[src/rtl/pipeline_hazard_ctrl_pkg.sv]
// Shared pipeline definitions: branch/jump opcodes, the hazard controller
// FSM state encoding and a register-match helper. Also imported by
// control_unit so both blocks decode opcodes from the same constants.
// No ports (package).

package pipeline_hazard_ctrl_pkg;

    localparam logic [5:0] OP_J   = 6'h02;
    localparam logic [5:0] OP_JAL = 6'h03;
    localparam logic [5:0] OP_BEQ = 6'h04;
    localparam logic [5:0] OP_BNE = 6'h05;

    typedef enum logic [1:0] {
        ST_RUN    = 2'b00,
        ST_HALTED = 2'b01
    } hazard_state_t;

    // True when a producer register r is a real register read by the ID
    // instruction; the hard-wired zero register never creates a dependence.
    function automatic logic reg_match(input logic [4:0] r,
                                       input logic [4:0] rzero,
                                       input logic [4:0] rs,
                                       input logic [4:0] rt);
        return (r != rzero) && ((r == rs) || (r == rt));
    endfunction

endpackage

[src/rtl/pipeline_hazard_ctrl_hazard_detect.sv]
// hazard_detect: purely combinational decode of the instruction in ID and
// detection of data hazards that forwarding cannot cover.
// Ports:
//   id_valid, id_opcode, id_rs, id_rt      - instruction in ID
//   ex_rd, ex_reg_write, ex_mem_read       - producer in EX
//   mem_rd, mem_mem_read                   - producer in MEM
//   is_branch, is_jump                     - decoded control-flow class
//   hazard                                 - ID must stall this cycle

module hazard_detect
    import pipeline_hazard_ctrl_pkg::*;
#(
    parameter logic [4:0] RZERO = 5'd0
) (
    input  logic       id_valid,
    input  logic [5:0] id_opcode,
    input  logic [4:0] id_rs,
    input  logic [4:0] id_rt,
    input  logic [4:0] ex_rd,
    input  logic       ex_reg_write,
    input  logic       ex_mem_read,
    input  logic [4:0] mem_rd,
    input  logic       mem_mem_read,
    output logic       is_branch,
    output logic       is_jump,
    output logic       hazard
);

    logic ex_match;
    logic mem_match;

    // Branches resolve in ID, so they also wait for ALU results still in EX
    // and for loads still in MEM. Jumps carry an address, not source
    // registers, so their rs/rt fields are never treated as dependences.
    always_comb begin
        is_branch = id_valid && ((id_opcode == OP_BEQ) || (id_opcode == OP_BNE));
        is_jump   = id_valid && ((id_opcode == OP_J) || (id_opcode == OP_JAL));
        ex_match  = !is_jump && reg_match(ex_rd, RZERO, id_rs, id_rt);
        mem_match = !is_jump && reg_match(mem_rd, RZERO, id_rs, id_rt);
        hazard    = id_valid && ((ex_mem_read && ex_match)
                              || (is_branch && ex_reg_write && ex_match)
                              || (is_branch && mem_mem_read && mem_match));
    end

endmodule

[src/rtl/pipeline_hazard_ctrl.sv]
// pipeline_hazard_ctrl: stall/flush/freeze control for a 5-stage pipeline
// with branches resolved in ID, plus saturating stall/flush counters.
// Ports:
//   clk, rst_n                               - clock, async active-low reset
//   id_* / ex_* / mem_*                      - stage information for hazards
//   branch_taken                             - ID branch comparator result
//   halt_req                                 - debug freeze request (level)
//   cnt_clr                                  - synchronous counter clear
//   pc_write, ifid_write                     - PC and IF/ID enables
//   idex_bubble, ifid_flush                  - bubble into EX, squash IF/ID
//   pipe_en                                  - global register enable
//   halt_ack                                 - pipeline is frozen
//   stall_cnt, flush_cnt                     - saturating event counters

module pipeline_hazard_ctrl
    import pipeline_hazard_ctrl_pkg::*;
#(
    parameter int         CNT_W = 16,
    parameter logic [4:0] RZERO = 5'd0
) (
    input  logic             clk,
    input  logic             rst_n,
    input  logic             id_valid,
    input  logic [5:0]       id_opcode,
    input  logic [4:0]       id_rs,
    input  logic [4:0]       id_rt,
    input  logic [4:0]       ex_rd,
    input  logic             ex_reg_write,
    input  logic             ex_mem_read,
    input  logic [4:0]       mem_rd,
    input  logic             mem_mem_read,
    input  logic             branch_taken,
    input  logic             halt_req,
    input  logic             cnt_clr,
    output logic             pc_write,
    output logic             ifid_write,
    output logic             idex_bubble,
    output logic             ifid_flush,
    output logic             pipe_en,
    output logic             halt_ack,
    output logic [CNT_W-1:0] stall_cnt,
    output logic [CNT_W-1:0] flush_cnt
);

    localparam logic [CNT_W-1:0] CNT_ONE = {{(CNT_W-1){1'b0}}, 1'b1};

    hazard_state_t state;
    logic          is_branch;
    logic          is_jump;
    logic          hazard;
    logic          redirect;

    hazard_detect #(
        .RZERO(RZERO)
    ) u_hazard_detect (
        .id_valid    (id_valid),
        .id_opcode   (id_opcode),
        .id_rs       (id_rs),
        .id_rt       (id_rt),
        .ex_rd       (ex_rd),
        .ex_reg_write(ex_reg_write),
        .ex_mem_read (ex_mem_read),
        .mem_rd      (mem_rd),
        .mem_mem_read(mem_mem_read),
        .is_branch   (is_branch),
        .is_jump     (is_jump),
        .hazard      (hazard)
    );

    assign redirect = is_jump || (is_branch && branch_taken);

    // Pipeline enables are combinational so a hazard stalls in the same
    // cycle it is seen. Reset forces free-running enables regardless of the
    // stage inputs; a stall always beats a redirect since the branch
    // operands are not yet valid.
    always_comb begin
        pc_write    = 1'b1;
        ifid_write  = 1'b1;
        pipe_en     = 1'b1;
        idex_bubble = 1'b0;
        ifid_flush  = 1'b0;
        if (rst_n) begin
            if (state == ST_HALTED) begin
                pc_write   = 1'b0;
                ifid_write = 1'b0;
                pipe_en    = 1'b0;
            end else if (hazard) begin
                pc_write    = 1'b0;
                ifid_write  = 1'b0;
                idex_bubble = 1'b1;
            end else if (redirect) begin
                ifid_flush = 1'b1;
            end
        end
    end

    // Freeze only on a clean cycle (no stall, no squash) so no partially
    // handled hazard or redirect is lost while frozen. halt_ack tracks the
    // registered state.
    always_ff @(posedge clk or negedge rst_n) begin
        if (!rst_n) begin
            state    <= ST_RUN;
            halt_ack <= 1'b0;
        end else begin
            case (state)
                ST_RUN: begin
                    if (halt_req && !hazard && !redirect) begin
                        state    <= ST_HALTED;
                        halt_ack <= 1'b1;
                    end
                end
                ST_HALTED: begin
                    if (!halt_req) begin
                        state    <= ST_RUN;
                        halt_ack <= 1'b0;
                    end
                end
                default: begin
                    state    <= ST_RUN;
                    halt_ack <= 1'b0;
                end
            endcase
        end
    end

    // Counters only see RUN-state events (idex_bubble/ifid_flush are already
    // zero when frozen), saturate at all-ones, and clear has priority.
    always_ff @(posedge clk or negedge rst_n) begin
        if (!rst_n) begin
            stall_cnt <= '0;
            flush_cnt <= '0;
        end else if (cnt_clr) begin
            stall_cnt <= '0;
            flush_cnt <= '0;
        end else begin
            if (idex_bubble && (stall_cnt != '1)) begin
                stall_cnt <= stall_cnt + CNT_ONE;
            end
            if (ifid_flush && (flush_cnt != '1)) begin
                flush_cnt <= flush_cnt + CNT_ONE;
            end
        end
    end

endmodule

[config.mk]
export PLATFORM = sky130hd
export DESIGN_NAME = pipeline_hazard_ctrl
export DESIGN_NICKNAME = d
export VERILOG_FILES = /design/src/rtl/pipeline_hazard_ctrl_pkg.sv /design/src/rtl/pipeline_hazard_ctrl_hazard_detect.sv /design/src/rtl/pipeline_hazard_ctrl.sv
export SDC_FILE = /design/constraint.sdc
export NUM_CORES = 1
export LEC_CHECK = 0
export CORE_UTILIZATION = 47
export CTS_CLUSTER_SIZE = 20
export DETAILED_ROUTE_END_ITERATION = 10
export PLACE_DENSITY = 0.81
export SLEW_MARGIN = 40
export SYNTH_ARGS = -nofsm -noshare
export SYNTH_HDL_FRONTEND = slang
export SYNTH_SLANG_ARGS = --single-unit
[constraint.sdc]
create_clock -name clk -period 2.75 [get_ports clk]
set_clock_uncertainty 0.2 [all_clocks]
set_input_delay 0.55 -clock clk [delete_from_list [all_inputs] [get_ports clk]]
set_output_delay 0.55 -clock clk [all_outputs]
set_load 0.01 [all_outputs]
==> flow_metrics.py, run 1 <==
metrics = {
    "worst_hold_path": {
        "min_from": "stall_cnt[8]$_DFFE_PN0P_",
        "hold_path_depth": 2,
        "min_path_type": "reg -> reg",
    },
    "sta": {
        "hold_ws_ns": 0.380,
        "slew_viol_final": 0,
        "worstMarginPinSlew_ns": 0.473,
        "rsz0062_at_grt": "yes",
        "hold_viol": 0,
        "period_minus_slack_ns": 2.72,
        "fmax_ghz": 0.368,
        "finalWorstSetupSlack_ns": 0.0327,
        "maxSlewHeadroom": 0.681,
        "tns_ns": 0,
        "timing.final.crit_share": 0.988,
        "setup_viol": 0,
    },
    "final_layout": {
        "antenna_cells": 0,
        "final_nets": 400,
        "drive_gt1_frac": 0.264,
        "fill_cells": 353,
        "layout_commonest_cell": "clkdlybuf4s50_1",
        "final_cells": 416,
        "final_design_area_no_fill_um2": 3400,
        "final_cell_mix": "clkdlybuf4s50_1, buf_4, dfrtp_1",
        "area_delta_synth_final_pct": 49.2,
        "fin_util": 0.755,
    },
    "job": {
        "maxCapViolations": 0,
    },
    "synth": {
        "yosys-top-cells-area": "dfrtp_1, xor2_1, a21oi_1",
        "syn_inst": 262,
        "synth_top_area_frac": 0.362,
        "synth.largest_area_cell": "dfrtp_1",
        "ys_warn_count": 0,
        "synth_cell_types": 42,
        "synth_area_um2": 2280,
        "synthArstFlopShare": 1.00,
        "synth_edf_count": 0,
        "seq_area_frac_synth": 0.362,
        "syn-num-nets": 299,
        "ys.flop_type": "dfrtp_1",
        "avgSynthCellArea_um2": 8.70,
        "ys_seq_elements": 33,
    },
    "die": {
        "core_area_um2": 4500,
        "initial_core_util": 0.506,
        "dieHeight_um": 71.6,
        "dieArea_um2": 5130,
        "io_pins": 73,
        "die_w_um": 71.6,
        "num_rows": 24,
    },
    "clock_network": {
        "cts_sinks": 33,
        "cts_tree": "built",
        "clk_pin_slew_ns": 0.07,
        "clk_latency_ns": 0.29,
        "clockBufferDepth": 2,
        "cts-root-buf": "clkbuf_8",
        "cts_buffers": 5,
        "h-tree-depth": 2,
    },
    "drt": {
        "first_pass_iters": 4,
        "vias_per_cell": 5.87,
        "finalWirelength_mm": 6.68,
        "drt-initial-drc-count": 187,
        "wl_per_cell_um": 16.1,
        "drc_errors": 0,
        "ant_nets": 0,
        "vias": 2440,
    },
    "worst_setup_path": {
        "cp_common_cell": "buf_2",
        "cp-end-kind": "primary output",
        "critPathMaxStageDelay_ns": 0.55,
        "critPathSlowestCell": "or4_4",
        "ff2ff_path_depth": 6,
        "required_ns": 2.00,
        "worstReg2RegStart": "stall_cnt[3]$_DFFE_PN0P_",
        "cp-startpoint": "mem_rd[0]",
        "crit_chain": "buf_2 -> or4_4 -> o2111ai_4 -> o32ai_4 -> o21ai_2 -> buf_2",
        "start_kind": "input pin",
        "critPathMaxFanout": 3,
        "cp.arrival_ns": 1.97,
        "crit_type": "in -> out",
    },
    "power": {
        "power.leakage_nw": 1.37,
        "switching_share": 0.242,
        "p_sw_mw": 0.278,
        "pwr-share-clk": 0.419,
        "seq_power_share": 0.426,
        "p_int_mw": 0.869,
        "p_per_area_nw_per_um2": 337,
        "p_comb_frac": 0.155,
        "max-vdd-ir-drop_v": 0.000293,
        "p_total_mw": 1.15,
    },
    "global_route": {
        "grt_pass1_wl_mm": 10.9,
        "grt_use_met1": 0.336,
        "track_usage": 0.271,
        "grt_max_degree": 44,
        "top_usage_layer": "met2",
        "first_global_vias": 2320,
        "grt_util_met3": 0.0549,
        "grt_overflow": 0,
        "antenna_found_initial": 0,
        "grt_util_met2": 0.481,
    },
    "placed_design": {
        "routabilityCongestion": 0.827,
        "port_buffers": 71,
        "dp.cells": 402,
        "hpwl_mm": 4.70,
        "dpl_worst_slack_ns": -0.701,
        "placed_area_um2": 3210,
    },
    "outcome": {
        "status": "complete, no violations",
    },
}
==> cell families (layout without fill, tap and decap cells) <==
kind of cell	after synthesis	count (layout)	synth area share
flip-flops	33	33	0.362
buffers and inverters	13	115	0.0291
AO/OA/AOI/OAI	53	53	0.144
AND/OR/NAND/NOR	130	130	0.324
adder cells (fa/ha/maj)	2	2	0.0110
XOR/XNOR	20	20	0.0768
multiplexers	11	11	0.0532
==> area by class of cell <==
cell class,instances,area (um^2),share of cell area
inverters,1,3.75,0.00110
flip-flops and latches,33,826,0.243
clock inverters,2,37.5,0.0110
clock buffers,6,82.6,0.0243
repair buffers,106,890,0.261
multi-input cells,216,1500,0.440
well taps,52,65.1,0.0191
==> state kept, by name, indices dropped and copies added, names as in the netlist <==
| signal | cells |
|---|---|
| flush_cnt | 16 |
| halt_ack | 1 |
| stall_cnt | 16 |
==> cell usage after synthesis (2+ instances only) <==
master    instances
a21oi_1          21
a22oi_1           2
and2_1            2
and3_1            6
and4_1            5
buf_2             5
clkbuf_1          5
dfrtp_1          33
ha_1              2
mux2_2            9
mux2i_1           2
nand2_1          15
nand2b_1          6
nand3_1          15
nand4_1           9
nor2_1           21
nor2b_1          12
nor3_1            8
nor3b_1           2
nor4b_1           3
o21ai_0          17
o31ai_1           4
or3_1            15
or4_1             6
xor2_1           20
==> power by group through the flow <==
stage          Clock, mW  Combinational (mW)  Sequential (mW)
3_3_place_gp           0               0.163            0.497
2_1_floorplan          0              0.0554            0.497
6_report           0.481               0.178            0.488
4_1_cts            0.485               0.171            0.488
3_5_place_dp           0               0.165            0.497
5_1_grt            0.507               0.191            0.488
==> metal layers <==
layer	wire (um)	up-vias
met3	417	9
met5	0	-
met2	3390	82
met4	71	0
met1	2800	1174
li1	-	1175
==> critical path: cells and delay by family <==
kind                   cells  cell delay [ns]
buffers and inverters      2             0.28
AOI/OAI and AO/OA          3             0.59
and+or+nand+nor            1             0.55
==> final timing paths <==
check                                                  to  slack, ns
worst max-delay path                           ifid_write       0.03
worst min register to register   stall_cnt[8]$_DFFE_PN0P_       0.38
max in group asynchronous       flush_cnt[12]$_DFFE_PN0P_       1.42
min in group asynchronous        stall_cnt[2]$_DFFE_PN0P_       0.41
worst min-delay path             stall_cnt[8]$_DFFE_PN0P_       0.38
worst max register to register  stall_cnt[15]$_DFFE_PN0P_       0.38
==> timing repair <==
| item | CTS | global route |
|---|---|---|
| buffers inserted | 7 | 2 |
| hold buffers | 0 | 0 |
| gates resized for setup | 92 | 25 |
| endpoints found under the setup margin | 17 | 5 |
| pin swaps | 18 | 14 |
No activity file was read; power rests on OpenSTA's default activity.
==> run 2: changes to the inputs <==
--- a/config.mk
+++ b/config.mk
@@ -9,7 +9,7 @@
 export CTS_CLUSTER_SIZE = 20
 export DETAILED_ROUTE_END_ITERATION = 10
 export PLACE_DENSITY = 0.81
-export SLEW_MARGIN = 40
+export SLEW_MARGIN = 20
 export SYNTH_ARGS = -nofsm -noshare
 export SYNTH_HDL_FRONTEND = slang
 export SYNTH_SLANG_ARGS = --single-unit
==> results of run 2 <==
Same layout as run 1: the final DEF is identical, and so are final timing and power.
